`src/rtl/cordic_pkg.sv`:
```
// Shared widths, FSM encoding and requester-id type for the CORDIC pair scheduler slice.
package cordic_pkg;

   localparam int CORDIC_DATA_WIDTH_DEF = 22;
   localparam int FLOAT_DATA_WIDTH_DEF  = 32;
   localparam int TAG_DEPTH_DEF         = 16;

   typedef enum logic [1:0] {
      IDLE      = 2'b00,
      ISSUE_ONE = 2'b01,
      ISSUE_TWO = 2'b10
   } schedState_t;

   typedef logic reqId_t;

   function automatic logic [1:0] idToOneHot(input reqId_t id);
      return id ? 2'b10 : 2'b01;
   endfunction

endpackage

```
`src/rtl/cordic_tag_fifo.sv`:
```
// Owner-id FIFO tracking which requester each in-flight CORDIC operation belongs to.
// The caller gates push against full and pop against empty.
module cordic_tag_fifo
   import cordic_pkg::*;
#(
   parameter int DEPTH = TAG_DEPTH_DEF
) (
   input  logic                     clk,
   input  logic                     rst,
   input  logic                     push,
   input  logic                     pop,
   input  reqId_t                   id_in,
   output reqId_t                   id_out,
   output logic [$clog2(DEPTH):0]   count,
   output logic                     full,
   output logic                     empty
);

   localparam int AW = $clog2(DEPTH);
   localparam logic [AW-1:0] PtrOne  = 1;
   localparam logic [AW:0]   CntOne  = 1;
   localparam logic [AW:0]   CntFull = (AW+1)'(DEPTH);

   reqId_t        r_mem [DEPTH];
   logic [AW-1:0] r_wrPtr;
   logic [AW-1:0] r_rdPtr;
   logic [AW:0]   r_count;

   always_ff @(posedge clk) begin
      if (push) begin
         r_mem[r_wrPtr] <= id_in;
      end
   end

   // Pointers wrap naturally because DEPTH is a power of two.
   always_ff @(posedge clk or negedge rst) begin
      if (!rst) begin
         r_wrPtr <= '0;
         r_rdPtr <= '0;
         r_count <= '0;
      end else begin
         if (push) begin
            r_wrPtr <= r_wrPtr + PtrOne;
         end
         if (pop) begin
            r_rdPtr <= r_rdPtr + PtrOne;
         end
         case ({push, pop})
            2'b10:   r_count <= r_count + CntOne;
            2'b01:   r_count <= r_count - CntOne;
            default: r_count <= r_count;
         endcase
      end
   end

   assign id_out = r_mem[r_rdPtr];
   assign count  = r_count;
   assign full   = (r_count == CntFull);
   assign empty  = (r_count == '0);

endmodule

```
`src/rtl/cordic_pair_scheduler.sv`:
```
// Round-robin scheduler issuing operand pairs from two requesters into one CORDIC pipeline.
// Optional fault detection is enabled by defining CORDIC_SCHED_ERR_EN.
module cordic_pair_scheduler
   import cordic_pkg::*;
#(
   parameter int CORDIC_DATA_WIDTH = CORDIC_DATA_WIDTH_DEF,
   parameter int FLOAT_DATA_WIDTH  = FLOAT_DATA_WIDTH_DEF,
   parameter int TAG_DEPTH         = TAG_DEPTH_DEF
) (
   input  logic                          clk,
   input  logic                          rst,
   input  logic                          clk_en,
   input  logic [1:0]                    req,
   input  logic [CORDIC_DATA_WIDTH-1:0]  x_one_0,
   input  logic [CORDIC_DATA_WIDTH-1:0]  x_two_0,
   input  logic [CORDIC_DATA_WIDTH-1:0]  x_one_1,
   input  logic [CORDIC_DATA_WIDTH-1:0]  x_two_1,
   output logic [1:0]                    grant,
   output logic [CORDIC_DATA_WIDTH-1:0]  cp_target,
   output logic                          cp_start,
   input  logic [CORDIC_DATA_WIDTH-1:0]  cp_result,
   input  logic [FLOAT_DATA_WIDTH-1:0]   cp_squared,
   input  logic                          cp_valid,
   output logic [1:0]                    rsp_valid,
   output logic [CORDIC_DATA_WIDTH-1:0]  rsp_result,
   output logic [FLOAT_DATA_WIDTH-1:0]   rsp_squared,
   output logic                          busy,
   output logic                          error
);

   localparam int CW = $clog2(TAG_DEPTH) + 1;
   localparam logic [CW-1:0] GrantLimit = CW'(TAG_DEPTH - 2);

   schedState_t                  r_state;
   logic [1:0]                   r_grant;
   reqId_t                       r_lastServed;
   reqId_t                       r_owner;
   logic [CORDIC_DATA_WIDTH-1:0] r_xOne;
   logic [CORDIC_DATA_WIDTH-1:0] r_xTwo;
   logic [CORDIC_DATA_WIDTH-1:0] r_cpTarget;
   logic                         r_cpStart;
   logic [1:0]                   r_rspValid;
   logic [CORDIC_DATA_WIDTH-1:0] r_rspResult;
   logic [FLOAT_DATA_WIDTH-1:0]  r_rspSquared;

   reqId_t         w_winner;
   reqId_t         w_headId;
   logic [CW-1:0]  w_count;
   logic           w_full;
   logic           w_empty;
   logic           w_issuing;
   logic           w_push;
   logic           w_pop;
   logic           w_canGrant;

   always_comb begin
      w_winner = r_lastServed;
      if (req == 2'b11) begin
         w_winner = ~r_lastServed;
      end else if (req[1]) begin
         w_winner = 1'b1;
      end else begin
         w_winner = 1'b0;
      end
   end

   assign w_issuing  = clk_en && ((r_state == ISSUE_ONE) || (r_state == ISSUE_TWO));
   assign w_pop      = cp_valid && !w_empty;
   assign w_push     = w_issuing && (!w_full || w_pop);
   assign w_canGrant = clk_en && (|req) && (w_count <= GrantLimit);

   cordic_tag_fifo #(
      .DEPTH (TAG_DEPTH)
   ) u_tagFifo (
      .clk    (clk),
      .rst    (rst),
      .push   (w_push),
      .pop    (w_pop),
      .id_in  (r_owner),
      .id_out (w_headId),
      .count  (w_count),
      .full   (w_full),
      .empty  (w_empty)
   );

   // Issue FSM: a granted pair occupies two start cycles, then returns to IDLE for arbitration.
   always_ff @(posedge clk or negedge rst) begin
      if (!rst) begin
         r_state      <= IDLE;
         r_grant      <= 2'b00;
         r_lastServed <= 1'b0;
         r_owner      <= 1'b0;
         r_xOne       <= '0;
         r_xTwo       <= '0;
         r_cpTarget   <= '0;
         r_cpStart    <= 1'b0;
      end else begin
         r_grant   <= 2'b00;
         r_cpStart <= 1'b0;
         if (clk_en) begin
            unique case (r_state)
               IDLE: begin
                  if (w_canGrant) begin
                     r_grant      <= idToOneHot(w_winner);
                     r_owner      <= w_winner;
                     r_lastServed <= ~r_lastServed;
                     r_xOne       <= w_winner ? x_one_1 : x_one_0;
                     r_xTwo       <= w_winner ? x_two_1 : x_two_0;
                     r_state      <= ISSUE_ONE;
                  end
               end
               ISSUE_ONE: begin
                  r_cpTarget <= r_xOne;
                  r_cpStart  <= 1'b1;
                  r_state    <= ISSUE_TWO;
               end
               ISSUE_TWO: begin
                  r_cpTarget <= r_xTwo;
                  r_cpStart  <= 1'b1;
                  r_state    <= IDLE;
               end
               default: r_state <= IDLE;
            endcase
         end
      end
   end

   // Result return ignores clk_en so the pipeline can always drain.
   always_ff @(posedge clk or negedge rst) begin
      if (!rst) begin
         r_rspValid   <= 2'b00;
         r_rspResult  <= '0;
         r_rspSquared <= '0;
      end else if (w_pop) begin
         r_rspValid   <= idToOneHot(w_headId);
         r_rspResult  <= cp_result;
         r_rspSquared <= cp_squared;
      end else begin
         r_rspValid <= 2'b00;
      end
   end

`ifdef CORDIC_SCHED_ERR_EN
   logic r_error;

   always_ff @(posedge clk or negedge rst) begin
      if (!rst) begin
         r_error <= 1'b0;
      end else if ((cp_valid && w_empty) || (w_issuing && w_full && !w_pop)) begin
         r_error <= 1'b1;
      end
   end

   assign error = r_error;
`else
   assign error = 1'b0;
`endif

   assign grant       = r_grant;
   assign cp_target   = r_cpTarget;
   assign cp_start    = r_cpStart;
   assign rsp_valid   = r_rspValid;
   assign rsp_result  = r_rspResult;
   assign rsp_squared = r_rspSquared;
   assign busy        = (r_state != IDLE) || !w_empty;

endmodule

```
`config.mk`:
```
export PLATFORM = sky130hd
export DESIGN_NAME = cordic_pair_scheduler
export DESIGN_NICKNAME = d
export VERILOG_FILES = /design/src/rtl/cordic_pkg.sv /design/src/rtl/cordic_tag_fifo.sv /design/src/rtl/cordic_pair_scheduler.sv
export SDC_FILE = /design/constraint.sdc
export NUM_CORES = 1
export LEC_CHECK = 0
export BUFFER_PORTS_ARGS = -buffer_cell sky130_fd_sc_hd__buf_2
export CAP_MARGIN = 20
export CORE_UTILIZATION = 45
export CTS_CLUSTER_DIAMETER = 50
export DETAILED_ROUTE_END_ITERATION = 12
export GPL_TIMING_DRIVEN = 0
export PLACE_DENSITY = 0.73
export SLEW_MARGIN = 40
export SYNTH_ARGS = -nofsm -noshare
export SYNTH_HDL_FRONTEND = slang
export SYNTH_HIERARCHICAL = 1
export SYNTH_SLANG_ARGS = --single-unit
export TNS_END_PERCENT = 5
```
`constraint.sdc`:
```
create_clock -name clk -period 4.6 [get_ports clk]
set_input_delay 0.23 -clock clk [delete_from_list [all_inputs] [get_ports clk]]
set_output_delay 0.23 -clock clk [all_outputs]
set_load 0.1 [all_outputs]
```
==> results of run 1 <==
[routing by layer]
metal / GRT usage / part of all wire
met1: 0.2475 / 0.43
met2: 0.3514 / 0.49
met4: 0.06090 / 0.011
met3: 0.06320 / 0.075
met5: 0 / 0
[power by group through the flow]
stage               Combinational (mW)  Sequential, mW  Clock (mW)
floorplan                         1.25            3.72           0
global placement                  3.34            2.25           0
detailed placement                3.40            2.27           0
CTS                               3.43            2.25        1.51
global route                      3.62            2.31        1.57
finish                            3.40            2.24        1.48
[logic make-up after synthesis]
| family | share of synthesized area |
|---|---|
| other | 0.0005187 |
| AND/OR/NAND/NOR | 0.1386 |
| flip-flops | 0.5580 |
| XOR/XNOR | 0.01575 |
| adder cells (fa/ha/maj) | 0.02250 |
| multiplexers | 0.2046 |
| buffers and inverters | 0.03358 |
| AO/OA/AOI/OAI | 0.02648 |
[worst max-delay path, stage by stage (launching register included)]
cell,delay [ps]
dfrtp_1,370
clkbuf_1,200
nor2_1,170
nand2_1,70
nor2_1,130
nand2b_1,170
clkbuf_1,460
a21boi_0,170
clkbuf_1,230
inv_1,150
ha_1,180
clkbuf_1,330
xor2_1,120
ha_1,240
nor4_1,230
mux2i_1,110
o221ai_1,240
xor2_1,160
[repair_timing]
item / CTS / global route
hold buffers: 32 / 0
endpoints found under the hold margin: 69 / 0
setup endpoints to repair: 0 / 0
[final timing paths]
check / start / end / slack (ps)
worst max-delay path: u_tagFifo/count[2]$_DFFE_PN0P_ / u_tagFifo/count[4]$_DFFE_PN0P_ / 790
worst min-delay path: cp_squared[18] / rsp_squared[18]$_DFFE_PN0P_ / 20
worst max register to register: u_tagFifo/count[2]$_DFFE_PN0P_ / u_tagFifo/count[4]$_DFFE_PN0P_ / 790
worst min register to register: rsp_result[20]$_DFFE_PN0P_ / rsp_result[20]$_DFFE_PN0P_ / 470
max in group asynchronous: rst / cp_target[16]$_DFFE_PN0P_ / 3710
min in group asynchronous: rst / r_xTwo[18]$_DFFE_PN0P_ / 280
[layout make-up]
class,instances,area (um2)
Fill cell,1259,5777
Sequential cell,158,4034
Multi-Input combinational cell,421,2953
Timing Repair Buffer,263,1524
Clock buffer,22,485.5
Tap cell,211,264.0
Buffer,37,212.7
Clock inverter,10,147.6
Inverter,8,30.03
[per-stage QoR]
stage          std cells  hold WS, ps    util
2_1_floorplan        624       -65.59       -
3_3_place_gp        1064        419.5  0.5600
3_5_place_dp        1066        135.9  0.5637
4_1_cts             1130        1.300  0.6255
5_1_grt             1130        7.180  0.6255
6_report            1130        17.39  0.6255
[sequential cells by signal, indices dropped and copies added (netlist names)]
name               count
u_tagFifo/r_mem       16
r_xTwo                22
rsp_squared           32
r_state                2
r_xOne                22
u_tagFifo/r_rdPtr      4
rsp_valid              2
u_tagFifo/r_wrPtr      4
cp_start               1
r_owner                1
rsp_result            22
u_tagFifo/count        5
grant                  2
r_lastServed           1
cp_target             22
[cells in the mapped netlist, types with 8 or more instances]
library cell  instances  area share
nand2_1             172       0.089
inv_1                 8      0.0042
a21oi_1              24       0.017
buf_6                 8       0.012
edfxtp_1             16       0.066
mux2i_1              24       0.033
mux2_4               27       0.056
dfrtp_1             142        0.49
nor2_1               33       0.017
clkbuf_1             13      0.0068
mux2_2               66        0.10
and2_1               18       0.016
buf_2                 8      0.0055
ha_1                 13       0.022
==> run summary, run 1 <==
The sum of negative setup slack is 0 ps. The number of H-tree levels is 4. The via count of the routed design came out at 5432. The worst setup path is captured at a flip-flop. For the worst setup path, the data arrival time is 4140 ps. The clock slew seen by the registers of the worst setup and hold paths came out at 60 ps.

The dominant synthesized flop cell is dfrtp_1. The overall overflow remaining after global route is 0. Of the total power, the share spent switching nets is 0.4642.

At the pin with the least slew margin, the transition time is 756.6 ps. The via count of the first global-routing pass came out at ~5300. The area growth from synthesis to final layout is 33.49%. The fraction of power consumed by the clock network came out at 0.207. The number of rows created at floorplan came out at 45. STA classifies the critical path startpoint as a flip-flop. The final number of hold-violating endpoints is 0. For this run, the register share of the synthesized area comes to 0.5580. The die area is between 0.015 and 0.02 mm2. Across the run, the number of max-cap violations was 0. Setup violations remaining at the end of the flow were counted as 0.

Counting the buffers created by CTS gives 17. Counting instances, the worst hold path has a depth of 3. Clock tree synthesis selected as its root buffer the cell clkbuf_16.

The area after detailed placement is a little under 0.009 mm2. The maximum fanout along the worst path is 10. The largest clock skew in the final design came out at 10.44 ps. The final non-filler cell area came out at approximately 0.0097 mm2. In the layout the commonest cells are buf_2, nand2_1, dfrtp_1. For this run, the post-layout net count is 1067. The commonest non-fill, non-tap cell in the layout is buf_2.

The post-placement setup slack is 795.8 ps. After synthesis the netlist holds a flip-flop and latch count of 158. The final HPWL from detailed placement came out at 11.93 mm. The number of library cell types mapped by synthesis is 41.

The post-cts gate resize count came out at 0. The total of warnings raised by yosys came out at 6. The first-pass GRT wire length is 25.90 mm. The clock sink count came out at between 150 and 200.

The number of top-level pins is 231. The ratio of cells with drive above 1 in the final layout came out at 0.4113. The pin count of the biggest net entering global routing came out at 63. The final clock period utilization by the worst path came out at 0.8275. The chip height is 128.8 um.

The number of enable-type register cells in the synthesized netlist is 16. The headroom to the max-slew limit came out at 0.4956. The kind of critical path is flip-flop to flip-flop. The power density relative to cell area is 738.4 mW/mm2.

The number of port buffers is 229. The total area inside the core boundary comes to 0.01543 mm2. The design draws around 7 mW.

The internal power came out at roughly 3.8 mW. The flow ran to the end, and the final reports show no timing, DRC or antenna violations. For this run, the total global-route usage over all layers was measured as 0.2047. The setup slack of the critical path after layout is 793.4 ps. The share of async-settable or async-resettable flops after synthesis is 0.8987.

The average cell area after synthesis came out at 11.59 um2. The later-pin clock latency in the skew report is 410 ps. Setup repair after global routing left no endpoint under its margin.

The average detailed-routed wire length per instance is 14.58 um. The count of pins over their slew limit is 0. The antenna diode count came out at 0.

The routed via count divided by cell count came out at 4.807. The total length of routed wires came out at between 15 and 20 mm. TritonCTS built the clock tree. The post-synthesis instance area came out at 0.007229 mm2. The critical path required time is about 4900 ps. The highest clock rate came out at ~260 MHz. The number of antenna violations at the first check in global routing came out at 0. The final estimated routing congestion in global placement came out at between 0.7 and 0.8. The number of nets produced by synthesis came out at 785.

The min-delay analysis places its worst path in the category primary input to flip-flop. The residual DRC count is 0. The worst-case clock buffer depth is 2. The die is 128.8 um wide. The share of total power dissipated in combinational logic is 0.478. The maximum resistive drop on vdd is 0.0006301 V. In this run the remaining antenna-violating nets after routing total 0.

For this design the static power due to leakage is 4.818 nW. The total net switching power came out at 3.308 mW. The effective utilization at floorplan is 0.4686. The count of cells along the worst register-to-register path came out at 17. The number of iterations in the first detailed-routing pass came out at 4.

The worst path in the final design needs a cycle of between 3000 and 4000 ps, including I/O delays and setup. Synthesis handed over a netlist of 624 instances. The count of routing violations after the opening detailed-route iteration is 196.

The post-CTS setup repair buffer count came out at 0. The portion of total power attributed to sequential cells came out at 0.315.
No activity file was read; power rests on OpenSTA's default activity.
==> run 2, diff against run 1 <==
==> constraint.sdc (replaced) <==
create_clock -name clk -period 3.51 [get_ports clk]
set_input_delay 0.1755 -clock clk [delete_from_list [all_inputs] [get_ports clk]]
set_output_delay 0.1755 -clock clk [all_outputs]
set_load 0.1 [all_outputs]
==> run summary, run 2 (synthesis gave the netlist of run 1 again) <==
Once detail routing completed, the nets flagged for antenna violations numbered 0. The root buffer cell chosen for the clock tree is clkbuf_16. The floorplan has 45 rows. The run finished with clean final reports. The largest clock skew in the final design is between 10 and 15 ps. The library cells used most frequently in the layout, excluding fill and tap cells, are buf_2, nand2_1, dfrtp_1.

The effective utilization at floorplan is 0.4686. The first global-routing pass estimated around 27 mm of wire. Leaving out fill and tap cells, the most frequent cell in the layout is buf_2.

In the routed layout, each cell is associated on average with a via count of 4.836. The share of total power dissipated in the clock network is 0.206. The element type at the critical path end is a flip-flop. The longest clock path from root to sink contains 2 buffers. The clock slew seen by the registers of the worst setup and hold paths came out at 60 ps. The via count of the routed design came out at ~5600. The min-delay analysis places its worst path in the category primary input to flip-flop. The final non-filler cell area came out at 0.009873 mm2. The area after detailed placement came out at 0.008697 mm2.

The setup slack of the critical path after layout came out at between 300 and 400 ps. The startpoint of the lowest-slack register-to-register path is u_tagFifo/count[2]$_DFFE_PN0P_. Buffers added to address setup during post-CTS repair amount to 0. At the placement stage, the worst setup path has a slack of -294.2 ps. The transition at the pin with the smallest max-transition slack came out at just over 600 ps.

Entering global routing, the biggest net connects 63 pins. The power density relative to cell area came out at approximately 950 mW/mm2. The ratio of cells with drive above 1 in the final layout is 0.4094. The met2 layer wire length in the routed design is between 8 and 9 mm. The clock tree from TritonCTS is built.

The chip height is 128.8 um. Across every metal layer, demand over resource in global routing totals 0.2145. The detailed-route wire length on metal 1 came out at roughly 7.3 mm.

After detailed routing, the number of remaining DRC violations is 0. The number of nets in the finished design is 1086. Signal routing reaches up to met4. The combinational power share is 0.477.

The number of antenna violations at the first check in global routing is 0. Setup repair after global routing left no endpoint under its margin. The flip-flop count of the largest register, all copies and words added came out at 32. The via count of the first global-routing pass is 5547.

The max-cap violation count is 0. In this run the most critical hold path is launched from x_two_0[20]. At the worst endpoint, the arrival time is around 3500 ps. The internal portion of the total power is 5.020 mW. In this run the worst path has a maximum fanout of 10. The maximum resistive drop on vdd is 0.0008246 V. The HPWL after detailed placement is ~12 mm.

The highest clock rate came out at about 310 MHz. Of the total power, the share spent switching nets is 0.4642. After layout, the design draws a total of 9.369 mW.

The headroom to the max-slew limit is 0.5894. In the finished design, the share of the clock period the worst path needs comes to 0.9142. The kind of critical path is flip-flop to flip-flop.

The source of the critical timing path is u_tagFifo/count[2]$_DFFE_PN0P_. The clock reaches the later pin of the worst-skew pair after between 400 and 500 ps. The number of top-level pins came out at ~230. The H-tree was split into 4 levels. Routability-driven placement finished with a final weighted congestion of 0.7850.

The static leakage is around 4.9 nW. The final number of hold-violating endpoints is 0. The count of buffers added on input and output ports is around 230. The width of the die came out at between 100 and 150 um. The core footprint is 0.01543 mm2. The area growth from synthesis to final layout came out at 36.57%. Setup violations remaining at the end of the flow were counted as 0. The analysis attributes to net switching a power of 4.349 mW. The final critical-path required period is between 3000 and 4000 ps. The number of iterations in the first detailed-routing pass came out at 4. The fraction of the core area covered by cells at the end of the flow is 0.6400. The average detailed-routed wire length per instance is 15.14 um.

The count of pins over their slew limit came to 0. The clock sink count is 158. The portion of total power attributed to sequential cells is 0.317. The number of buffers created by CTS came out at 17. The antenna diode count is 0. The critical path required time came out at a little under 4000 ps. The worst-case hold slack came out at 109.6 ps. The count of routing violations after the opening detailed-route iteration is 200.

The met3 wire length came out at 1.335 mm. Global routing finished with a remaining overflow of 0. The category of the worst setup path launch point is a flip-flop.

The die area is 0.01658 mm2. The total length of routed wires came out at 17.40 mm.
==> run 2: cell types whose count changed in the layout (fill, tap and decap cells not counted) <==
cell and delta:
and2_1 -1, and2_2 +1, buf_2 +1, clkbuf_1 -7, clkbuf_2 +2, dfrtp_1 -2, dfrtp_2 +2, dlygate4sd3_1 +23
==> run 2: timing repair <==
action	4_1_cts	5_1_grt
hold buffers	55	0
endpoints found under the hold margin	140	0
setup endpoints to repair	2	2
gates resized for setup	3	4
cloned	0	0
==> run 2: worst max-delay path, stage by stage, from the launching register on <==
cell and delay (ps):
dfrtp_2 470, nor2_1 150, nand2_1 70, nor2_1 130, nand2b_1 180, buf_2 260, a21boi_0 120, clkbuf_2 180
inv_1 130, ha_1 180, clkbuf_2 220, xor2_1 100, ha_1 230, nor4_1 230, mux2i_1 110, o221ai_1 240
xor2_1 160
==> run 2: area by class of cell <==
type | count | area, um2
clock buffers | 22 | 485.5
plain buffers | 33 | 201.4
multi-input cells | 421 | 2954
inverters | 8 | 30.03
clock inverters | 10 | 147.6
well taps | 211 | 264.0
repair buffers | 286 | 1754
flip-flops and latches | 158 | 4036
fillers | 1202 | 5554
==> run 2: path summary, 6_finish.rpt <==
kind                                                  end  slack (ps)  cells after the start
min in group asynchronous          r_xTwo[18]$_DFFE_PN0P_         230                      2
setup reg to reg           u_tagFifo/count[4]$_DFFE_PN0P_         300                     16
max in group asynchronous           r_xTwo[6]$_DFFE_PN0P_        2680                      3
hold / removal                     r_xTwo[20]$_DFFE_PN0P_         110                      3
hold reg to reg                rsp_result[20]$_DFFE_PN0P_         470                      2
setup / recovery           u_tagFifo/count[4]$_DFFE_PN0P_         300                     16
==> run 2: power by group through the flow <==
stage	combinational [mW]	sequential, mW	clock (mW)
finish	4.47	2.97	1.93
global route	4.74	3.05	2.06
CTS	4.52	2.94	1.98
detailed placement	4.46	2.97	0
global placement	4.38	2.95	0
floorplan	1.64	4.87	0
==> run 2: per-stage QoR <==
stage          setup TNS [ps]  cells
2_1_floorplan               0    624
3_3_place_gp           -220.0   1064
3_5_place_dp           -414.4   1066
4_1_cts                     0   1152
5_1_grt                     0   1149
6_report                    0   1149
==> run 2: layer usage <==
metal	track usage	up-vias
li1	-	2685
met1	0.2539	2640
met2	0.3777	213
met3	0.06237	19
met4	0.06367	0
met5	0	-
==> run 3, diff against run 2 <==
--- a/config.mk
+++ b/config.mk
@@ -7,6 +7,7 @@
 export LEC_CHECK = 0
 export BUFFER_PORTS_ARGS = -buffer_cell sky130_fd_sc_hd__buf_2
 export CAP_MARGIN = 20
+export CORE_MARGIN = 5
 export CORE_UTILIZATION = 45
 export CTS_CLUSTER_DIAMETER = 50
 export DETAILED_ROUTE_END_ITERATION = 12
==> constraint.sdc (replaced) <==
create_clock -name clk -period 3.51 [get_ports clk]
set_input_delay 0.702 -clock clk [delete_from_list [all_inputs] [get_ports clk]]
set_output_delay 0.702 -clock clk [all_outputs]
set_load 0.1 [all_outputs]
==> run summary, run 3 (synthesis gave the netlist of run 1 again) <==
The final clock period utilization by the worst path is 0.9044. Along the worst path, the maximum fanout reaches 15. The count of pins over their slew limit came out at 0.

Dividing total power by cell area gives a power density of 984.0 mW/mm2. The area after detailed placement is 0.008711 mm2. Summing over every cut layer, the via total after detailed routing is ~5300. Dividing the detail-routed via count by the number of cells gives roughly 4.8.

The run finished with clean final reports. The number of top-level pins came out at 231. The number of buffers created by CTS is 17.

For the pin with the worst max-slew slack, the measured transition is approximately 800 ps. The fraction of the core area covered by cells at the end of the flow is 0.5862. The final critical-path required period is roughly 3200 ps. For the worst setup path, the data required time is between 3000 and 4000 ps. The overall power of the completed layout is approximately 9 mW. The largest clock skew in the final design came out at 10.60 ps.

The maximum resistive drop on vdd is 0.0006622 V. For the worst setup path, the data arrival time is 3510 ps. The antenna diode count is 0. The die area is between 0.015 and 0.02 mm2. The number of nets in the finished design is 1032. The final HPWL from detailed placement came out at 12.75 mm. The number of port buffers came out at 229. Counting along the longest clock path gives a buffer depth of 2.

After routing the design area is ~0.009 mm2. The area growth from synthesis to final layout came out at 28.33%. The count of routing violations after the opening detailed-route iteration is 186. The headroom to the max-slew limit is 0.4668. Among all stages on the critical path, the largest delay is contributed by clkbuf_1.

The clock sink count came out at approximately 160. The overall track demand over capacity in global routing came out at 0.1805. STA classifies the critical path endpoint as a flip-flop. The total length of routed wires is 16.63 mm.

The overall overflow remaining after global route is 0. The root buffer cell chosen for the clock tree is clkbuf_16. The final cell count without fillers came out at 1100.

The via count of the first global-routing pass is 5280. The total setup violations reported at the end of the flow is 0. The number of antenna-violating nets in the routed design is 0.

The first-pass GRT wire length came out at 26.30 mm. The effective utilization at floorplan came out at 0.4568. The static leakage came out at 4.653 nW. The number of rows created at floorplan came out at 46. The largest stage delay on the critical path came out at 610 ps.

In this run the standard cell core region covers 0.01583 mm2. The tightest min-delay check is of the primary input to async pin type. By startpoint and endpoint, the worst setup path is classified as flip-flop to flip-flop. After clock tree synthesis, the clock-pin slew on the worst setup and hold paths is 70 ps.

The highest clock rate is 315.0 MHz. The residual DRC count is 0. The pin count of the biggest net entering global routing is 67.

The worst-case hold slack is 137.5 ps. The tool flagged a number of max-cap violations equal to 0. The register with the most flip-flops in the layout has 32 of them. In the final layout, the share of cells above drive strength 1 is 0.4344. TritonCTS built the clock tree. The post-CTS setup repair buffer count is 0. The critical path goes through nor2_1, nand2_1, nor2_1, nand2b_1, inv_1, clkbuf_1, ha_1, buf_2, xor2_1, ha_1, nor4_1, mux2i_1, o221ai_1, xor2_1.

The final number of hold-violating endpoints is 0. The number of antenna violations at the first check in global routing was 0. Routability-driven placement finished with a final weighted congestion of approximately 0.8. The number of H-tree levels came out at 4. The pre-antenna-repair detailed-routing pass consisted of 4 iterations. Leaving out fill and tap cells, the most frequent cells in the layout are buf_2, nand2_1, dfrtp_1.

In this run the vertical extent of the chip is roughly 140 um. In this run the horizontal extent of the chip is between 100 and 150 um. The later-pin clock latency in the skew report came out at 420 ps. The worst setup path is launched from a flip-flop.

The library cell used most frequently in the layout, excluding fill and tap cells, is buf_2. The average detailed-routed wire length per instance is between 15 and 20 um. The cell count after placement is 1071.
run 3: cell types whose count changed in the layout (fill, tap and decap cells not counted), sizes merged:
cell         before  now
dlygate4sd3      55    0
bufinv            3    1
clkinvlp          0    3
buf             256  257
clkbuf           30   29
run 3: worst paths after layout:
check	start	endpoint	slack (ps)	cells past startpoint
worst max-delay path	u_tagFifo/count[0]$_DFFE_PN0P_	u_tagFifo/count[4]$_DFFE_PN0P_	340	14
worst min-delay path	rst	r_xOne[1]$_DFFE_PN0P_	140	1
min in group clk	rsp_result[20]$_DFFE_PN0P_	rsp_result[20]$_DFFE_PN0P_	470	2
worst min register to register	rsp_result[20]$_DFFE_PN0P_	rsp_result[20]$_DFFE_PN0P_	470	2
max in group asynchronous	rst	rsp_squared[30]$_DFFE_PN0P_	2750	2
worst max register to register	u_tagFifo/count[0]$_DFFE_PN0P_	u_tagFifo/count[4]$_DFFE_PN0P_	340	14
run 3: power by group:
group | total [mW] | internal (mW) | switching (mW)
logic | 4.41 | 1.24 | 3.17
clock network | 1.74 | 1.02 | 0.723
registers | 2.98 | 2.54 | 0.438
total | 9.13 | 4.80 | 4.33
run 3: layer usage:
metal,vias to the layer above,part of all wire,GRT usage
met5,-,0,0
met4,0,0.011,0.05655
met3,15,0.080,0.04816
met2,195,0.47,0.2859
met1,2479,0.44,0.2436
li1,2577,-,-
run 3: timing repair:
action                                  4_1_cts  5_1_grt
gates resized for setup                       3        7
endpoints found under the setup margin        3        2
hold buffers                                  0        0
pin swaps                                     0        0
run 3: area by class of cell:
cell class              count  area (um2)
repair buffers            231        1211
clock buffers              21       460.4
well taps                 216       270.3
flip-flops and latches    158        4036
plain buffers              34       207.7
fillers                  1304        6550
clock inverters            11       107.6
multi-input cells         421        2954
inverters                   8       30.03
run 3: stage by stage:
step | setup WS [ps] | TNS, ps
after floorplan | 359.5 | 0
after global placement | -321.7 | -38870
after detailed placement | -377.1 | -601.8
after CTS | 3.016 | 0
after global routing | -4.037 | -4.037
final | 335.5 | 0
run 3: critical path, delay by kind of cell (launching register included):
family	cells	cell delay, ps
AOI/OAI and AO/OA	1	230
xor gates and xnor gates	2	250
adders and majority gates	2	530
buffers and inverters	3	900
DFF	1	460
muxes	1	110
and+or+nand+nor	5	630
